<file path="src/rtl/rf_dump_reader.sv">
// Debug read-out engine: walks the register file through one read port and streams
// (address, data) snapshots to a valid/ready consumer, bypassing same-edge writes.
module rf_dump_reader #(
    parameter int unsigned ADDR_W  = 5,
    parameter int unsigned DATA_W  = 32,
    parameter bit          SKIP_R0 = 1'b1
) (
    input  logic              clk,
    input  logic              rst_l,
    input  logic              dump_req,
    input  logic              dump_abort,
    output logic [ADDR_W-1:0] rf_out_ra,
    input  logic [DATA_W-1:0] rf_in_rd,
    input  logic              rf_in_wre,
    input  logic [ADDR_W-1:0] rf_in_wa,
    input  logic [DATA_W-1:0] rf_in_wd,
    output logic              dmp_valid,
    input  logic              dmp_ready,
    output logic [ADDR_W-1:0] dmp_addr,
    output logic [DATA_W-1:0] dmp_data,
    output logic              dmp_last,
    output logic              dump_busy,
    output logic              dump_done,
    output logic              wr_during_dump
);

    localparam logic [ADDR_W-1:0] LastAddr  = ADDR_W'(31);
    localparam logic [ADDR_W-1:0] FirstAddr = ADDR_W'(SKIP_R0 ? 1 : 0);

    typedef enum logic [1:0] {StIdle, StRead, StSend, StDone} state_e;

    state_e            state_q;
    logic [ADDR_W-1:0] addr_q;
    logic              bypass;

    // A write landing on the capture edge wins over the stale read data.
    assign bypass    = rf_in_wre && (rf_in_wa == addr_q) && (addr_q != '0);
    assign rf_out_ra = (state_q == StIdle) ? '0 : addr_q;
    assign dump_busy = (state_q != StIdle);
    assign dump_done = (state_q == StDone);
    assign dmp_last  = dmp_valid && (dmp_addr == LastAddr);

    always_ff @(posedge clk) begin
        if (rst_l) begin
            state_q        <= StIdle;
            addr_q         <= '0;
            dmp_valid      <= 1'b0;
            dmp_addr       <= '0;
            dmp_data       <= '0;
            wr_during_dump <= 1'b0;
        end else begin
            if (dump_busy && rf_in_wre && (rf_in_wa != '0)) begin
                wr_during_dump <= 1'b1;
            end
            // Abort beats the handshake: an entry accepted in the same cycle is dropped.
            if ((state_q != StIdle) && dump_abort) begin
                state_q   <= StIdle;
                dmp_valid <= 1'b0;
            end else begin
                unique case (state_q)
                    StIdle: begin
                        if (dump_req) begin
                            addr_q         <= FirstAddr;
                            wr_during_dump <= 1'b0;
                            state_q        <= StRead;
                        end
                    end
                    StRead: begin
                        dmp_data  <= bypass ? rf_in_wd : rf_in_rd;
                        dmp_addr  <= addr_q;
                        dmp_valid <= 1'b1;
                        state_q   <= StSend;
                    end
                    StSend: begin
                        if (dmp_ready) begin
                            dmp_valid <= 1'b0;
                            if (addr_q == LastAddr) begin
                                state_q <= StDone;
                            end else begin
                                addr_q  <= addr_q + 1'b1;
                                state_q <= StRead;
                            end
                        end
                    end
                    StDone: begin
                        state_q <= StIdle;
                    end
                    default: begin
                        state_q <= StIdle;
                    end
                endcase
            end
        end
    end

endmodule

</file>
<file path="config.mk">
export PLATFORM = sky130hd
export DESIGN_NAME = rf_dump_reader
export DESIGN_NICKNAME = d
export VERILOG_FILES = /design/src/rtl/rf_dump_reader.sv
export SDC_FILE = /design/constraint.sdc
export NUM_CORES = 1
export LEC_CHECK = 0
export ABC_AREA = 1
export CORE_ASPECT_RATIO = 1.4
export CORE_UTILIZATION = 37
export DETAILED_ROUTE_END_ITERATION = 12
export MAX_ROUTING_LAYER = met4
export PLACE_DENSITY = 0.74
export SLEW_MARGIN = 20
export SYNTH_ARGS = -nofsm -noshare
export SYNTH_HDL_FRONTEND = slang
export SYNTH_SLANG_ARGS = --single-unit
</file>
<file path="constraint.sdc">
create_clock -name clk -period 1.4 [get_ports clk]
set_input_delay 0.14 -clock clk [delete_from_list [all_inputs] [get_ports clk]]
set_output_delay 0.14 -clock clk [all_outputs]
set_load 0.02 [all_outputs]
</file>
* Yosys cells after proc, flatten, opt, wreduce, memory -nomap -nowiden *
Cells that the tools add are included.

storage, ports and cells
  register bits after elaboration = 46
  input port bits = 75
  output and inout port bits = 47
  word-level logic and storage cells = 50

operators by class
  add/subtract/negate cells = 1
  equal/unequal tests = 9
  multiplexer cells = 16
  bitwise operators = 1
  reductions and logical operators = 17

operator list
  operator                                             number
  two-way mux 32 bit                                   1
  two-way mux 5 bit                                    4
  equality test 5 bit, second input constant           2
  case mux 5 bit (2 select lines)                      1
  nonzero test 5 bit                                   2
  case mux 2 bit (4 select lines)                      1
  logical AND 1 bit                                    6
  two-way mux 2 bit                                    3
  != test 2 bit, second input constant                 3
  AND reduction 2 bit                                  3
  nonzero test 2 bit                                   3
  adder 5 x 1 -> 5 bit, second input constant          1
  equality test 5 bit                                  1
  two-way mux 1 bit                                    5
  AND reduction 5 bit                                  1
  equality test 2 bit, second input constant           2
  equality test 2 x 1 -> 1 bit, second input constant  1
  logical NOT 2 bit                                    1
  case mux 1 bit (2 select lines)                      1
  OR reduction 2 bit                                   1
  NOT 1 bit                                            1

* Logic depth before layout (Yosys ltp) *
Gate-level depths: netlist of run 1.

  depth after elaboration = 7
  mapped depth = 12
  mapped depth without buffers = 11

* Least setup slack after synthesis of run 1 *
OpenSTA, ideal clock, no wires.

  kind = reg-to-reg
  start point = register addr_q[0]
  end point = register dmp_data[0]
  setup time = 0.109 ns
  arrival time = 1.378 ns
  data required time = 1.291 ns
  slack = -0.087 ns
  stages on the path, launching flop included = 12
  buffers on the path = 1
  clock period less this slack = 1.487 ns
  path through = dfxtp_1 > inv_2 > ha_1 > nand2_1 > nand2_2 > a21oi_4 > nand2_4 > buf_6 > nand2_1 > nand3_1 > nand2_1 > inv_1

between the ends
  word-level cells in the longest chain between the ends = 4
  elaborated cells between the ends (all ways) = 5
  those cells by class = eq/ne: 1; mux: 1; reduce/logical: 3

ends and longest elaborated chain
  item                      RTL line  text
  start: declaration        33        logic [ADDR_W-1:0] addr_q;
  start signal: assignment  63        addr_q <= FirstAddr;
  start signal: assignment  80        addr_q <= addr_q + 1'b1;
  equality test 5 bit       37        assign bypass = rf_in_wre && (rf_in_wa == addr_q) && (addr_q != '0);
  logical AND 1 bit         37
  logical AND 1 bit (*)     37
  two-way mux 32 bit (*)    69        dmp_data <= bypass ? rf_in_wd : rf_in_rd;
  end signal: assignment    69
  end: declaration          20        output logic [DATA_W-1:0] dmp_data,

Every way passes the cells marked *; elsewhere a longest branch is shown, timed or not.
A chain may end at the register's enable or synchronous reset.

* Worst setup path after layout of run 1 *
  start point = register addr_q[1]
  end point = register dmp_data[12]

The elaborated chain is that of the path after synthesis.

==> reports/summary.md, run 1 <==
The number of hold buffers added after CTS was 0. For the number of maximum-capacitance violations, the log shows 0. Setup violations remaining at the end of the flow were counted as 38. STA puts the critical path data arrival time at 1.81 ns. Subtracting the final worst setup slack from the clock period gives 1.607 ns. Along the worst path, the maximum fanout reaches 8. Worst relative slew slack: 0.8318.

The root buffer cell chosen for the clock tree is clkbuf_8. Synthesis produced a netlist with a net count of 449. Across the VDD grid, the largest voltage drop is 0.5926 mV.

Dividing the detail-routed wire length by the instance count gives 15.33 um. The largest net degree at the start of global routing is 48. The critical path is of the reg2reg type. The total buffers and inverters traversed by the critical path came out at 4. For the pin with the worst max-slew slack, the measured transition is 0.2513 ns.

Traced cell by cell, the critical path runs through buf_4, nand2_1, nand2_2, nand2_2, nor2_4, buf_12, buf_12, nand2_8, nand2_1, nand3_1, nand2_1, inv_1. In this run the remaining antenna-violating nets after routing total 0. The floorplan die height came out at 100.8 um. The fraction of layout instances using a drive strength above 1 is 0.3210.

For the buffer levels on the longest clock path, the log shows 2. The worst path setup slack after routing was -0.2065 ns. TritonCTS built the clock tree. In this run, the number of DRC markers left after iteration 0 of detailed routing was 98. The most used cell along the critical path was nand2_1. Summed over all nets, the half-perimeter wirelength after detailed placement is 5896 um. The final layout net count came out at 617. The share of the core filled with cells in the final layout was 0.7496. The initial cell density of the core was 0.3878.

Sequential element share of the synthesized area: 0.3568. On the critical path, the stage with the largest delay is an instance of dfxtp_4. Across the routed clock network, the largest skew measured is 0.002996 ns.

The run gives 0 as the number of max-slew violations in the final report. The run gives 0.30 ns as the clock latency reported for the late side of the worst-skew pair. After routing, the total negative slack on setup checks comes to -6.000 ns. On the worst path, the slowest cell contributes a delay of 0.41 ns. For the DRC violations left, the log shows 0. Clock tree synthesis found a total of 46 sinks. After detailed routing, the number of vias per cell comes to 4.986.

The number of global-route vias before repair was 2,873; the number of synthesis warnings was 0. The tools report the number of antenna violations at the first check in global routing as 0. The run finished, with violations left.

After detailed placement, the total cell area comes to 3998 um2. The total overflow left after global routing is 0. The core area was 6656 um2. The most area-hungry cell type in the Yosys netlist is dfxtp_1. After synthesis, the netlist uses 30 different library cells. For the worst setup path, the data required time is 1.61 ns. The logs give 0.002586 uW for the static power due to leakage and 0.2429 for the global router's overall resource usage. The post-route fraction of the period consumed by the critical path is 1.148. 0 antenna diodes ended up in the layout. The min-delay analysis places its worst path in the category reg2reg.

The final reports fail on negative setup slack. In this run, CTS created clock tree buffers numbering 5. The count of buffers added on input and output ports is 121. The finished layout holds 631 standard cells, fillers aside.

For the global-route wire length before repair, the log shows 13,320 um. The register bit count reported by yosys works out to 46. The tools report the count of H-tree levels built during CTS as 2. The average instance area after synthesis was 6.957 um2; the share of the synthesized area in the top cell type was 0.3568.

The floorplan die area came out at 7319 um2. Grouping stages by cell kind, the critical path spends the most delay in simple AND/OR/NAND/NOR gates. Dividing total power by cell area gives a power density of 865.7 nW/um2. Before antenna repair, the detailed router went through 4 iterations.

The number of hold violations in the final report was 0. Row count: 35. The tools report the final design area excluding fillers as 4990 um2.

The final layout contains routed wiring with a total length of 9674 um. Synthesis produced 371 cells. The relative area change from synthesis to final layout is 93.31%.

Endpoint type of the worst setup path: a register. The via count of the routed design is 3,146. Routability-driven placement finished with a final weighted congestion of 0.8584. In the post-synthesis netlist, the biggest area contributors are dfxtp_1, nand2_1, nand3_1. STA classifies the critical path startpoint as a register. Setup repair after global routing could not meet its margin everywhere. The mapped netlist covers 2581 um2. Measured along the x axis, the die boundary spans 72.59 um. The tools report the highest achievable clock rate as 622.5 MHz. Clock-pin slew was measured on the worst setup and hold paths at 0.08 ns. During I/O placement, the number of pins put on the boundary was 122.

After detailed placement, the design holds a cell count of 597.
-- power breakdown --
group          total (uW)  internal (uW)  switching [uW]  leakage (uW)
Clock                 782            345             437     0.0000383
Sequential           1530           1440            90.9      0.000378
Combinational        2000           1050             958       0.00217
-- through the flow --
stage          total power [uW]  setup slack, ns  hold WS [ns]
2_1_floorplan              2279         -0.04173        0.2050
3_3_place_gp               2934          -0.2819        0.4554
3_5_place_dp               2962          -0.3420        0.4637
4_1_cts                    4151          -0.1463        0.4758
5_1_grt                    4523          -0.3191        0.5021
6_report                   4320          -0.2065        0.4805
-- metal layers --
metal  vias up  global-route usage  routed length [um]  share of wire
met5         -                   -                   0              0
li1       1526                   -                   -              -
met4         0             0.06637                 283          0.029
met1      1476              0.2489                3455           0.36
met2       119              0.4716                5495           0.57
met3        25             0.03200                 440          0.045
-- state kept, by name, summed over array words and instances, names as in the netlist --
signal          cells
wr_during_dump      1
dmp_addr            5
dmp_data           32
state_q             2
addr_q              5
dmp_valid           1
-- placed cells by master, fill, tap and decap left out, types with 2 or more instances in the layout --
cell type / Yosys / routed
dlygate4sd2_1: 0 / 17
buf_6: 10 / 6
buf_4: 1 / 34
clkbuf_8: 3 / 5
nand3_4: 0 / 3
nand2_1: 90 / 56
dfxtp_4: 0 / 2
buf_12: 0 / 11
buf_16: 0 / 2
o21a_1: 32 / 32
buf_2: 1 / 2
clkbuf_1: 5 / 2
inv_2: 5 / 6
a21oi_1: 7 / 7
nor2_4: 1 / 6
dfxtp_1: 46 / 41
buf_8: 1 / 4
nor2_1: 20 / 17
dlymetal6s2s_1: 0 / 23
nand3_2: 0 / 34
o21ai_0: 8 / 4
o21ai_2: 0 / 2
nand2_4: 1 / 6
o21ai_1: 2 / 4
nand2_2: 2 / 30
inv_1: 51 / 48
nand2_8: 0 / 4
clkbuf_16: 0 / 3
nand4_1: 3 / 3
nor3_1: 2 / 2
dfxtp_2: 0 / 3
clkdlybuf4s50_1: 0 / 74
ha_4: 0 / 2
clkbuf_2: 0 / 2
inv_4: 0 / 2
nand3_1: 67 / 30
-- cell type report --
class | count | area [um2]
timing repair buffer | 179 | 1942
multi-input combinational | 250 | 1705
fill | 502 | 1667
sequential | 46 | 932.1
inverter | 57 | 219.0
tap | 92 | 115.1
clock buffer | 7 | 76.32
-- worst paths after layout --
check | cells after the start | from | slack [ns] | to
setup / recovery | 12 | addr_q[1] | -0.21 | dmp_data[12]
hold / removal | 2 | wr_during_dump | 0.48 | wr_during_dump
setup reg to reg | 12 | addr_q[1] | -0.21 | dmp_data[12]
hold reg to reg | 2 | wr_during_dump | 0.48 | wr_during_dump
-- repair_timing --
| action | 4_1_cts | 5_1_grt |
|---|---|---|
| gates cloned | 6 | 3 |
| endpoints found under the setup margin | 61 | 74 |
| gates resized for setup | 86 | 110 |
| setup buffers | 16 | 6 |
| pin swaps | 13 | 26 |
-- worst reg2reg max path: stages, from the launching register on --
cell     delay, ns
dfxtp_4       0.41
buf_4         0.12
nand2_1       0.06
nand2_2       0.08
nand2_2       0.07
nor2_4        0.15
buf_12        0.16
buf_12        0.13
nand2_8       0.09
nand2_1       0.08
nand3_1       0.08
nand2_1       0.07
inv_1         0.04
-- synthesized netlist by cell type --
master    count
a21oi_4       1
nor3_1        2
nor3b_1       1
clkinv_1      1
xor2_1        1
a21oi_1       7
nand2_2       2
nor2_1       20
buf_2         1
o21ai_1       2
inv_1        51
ha_1          3
nand2_1      90
buf_8         1
dfxtp_1      46
nor2_4        1
nand2_4       1
clkbuf_1      5
a21boi_1      1
o22ai_1       1
nand3_1      67
buf_6        10
nor2_2        3
buf_4         1
clkbuf_8      3
inv_2         5
o21ai_0       8
o21a_1       32
a31oi_1       1
nand4_1       3
-- logic make-up after synthesis --
logic type,share of synthesized area
AO/OA/AOI/OAI,0.1401
XOR/XNOR,0.003394
AND/OR/NAND/NOR,0.3248
buffers and inverters,0.1604
flip-flops,0.3568
adder cells (fa/ha/maj),0.01454
(Power assumes the default switching activity.)
==> inputs of run 2 (changes only) <==
--- a/config.mk
+++ b/config.mk
@@ -9,6 +9,7 @@
 export CORE_ASPECT_RATIO = 1.4
 export CORE_UTILIZATION = 37
 export DETAILED_ROUTE_END_ITERATION = 12
+export GPL_ROUTABILITY_DRIVEN = 0
 export MAX_ROUTING_LAYER = met4
 export PLACE_DENSITY = 0.74
 export SLEW_MARGIN = 20
==> results of run 2 <==
The final DEF is identical to that of run 1; final timing and power are the same.
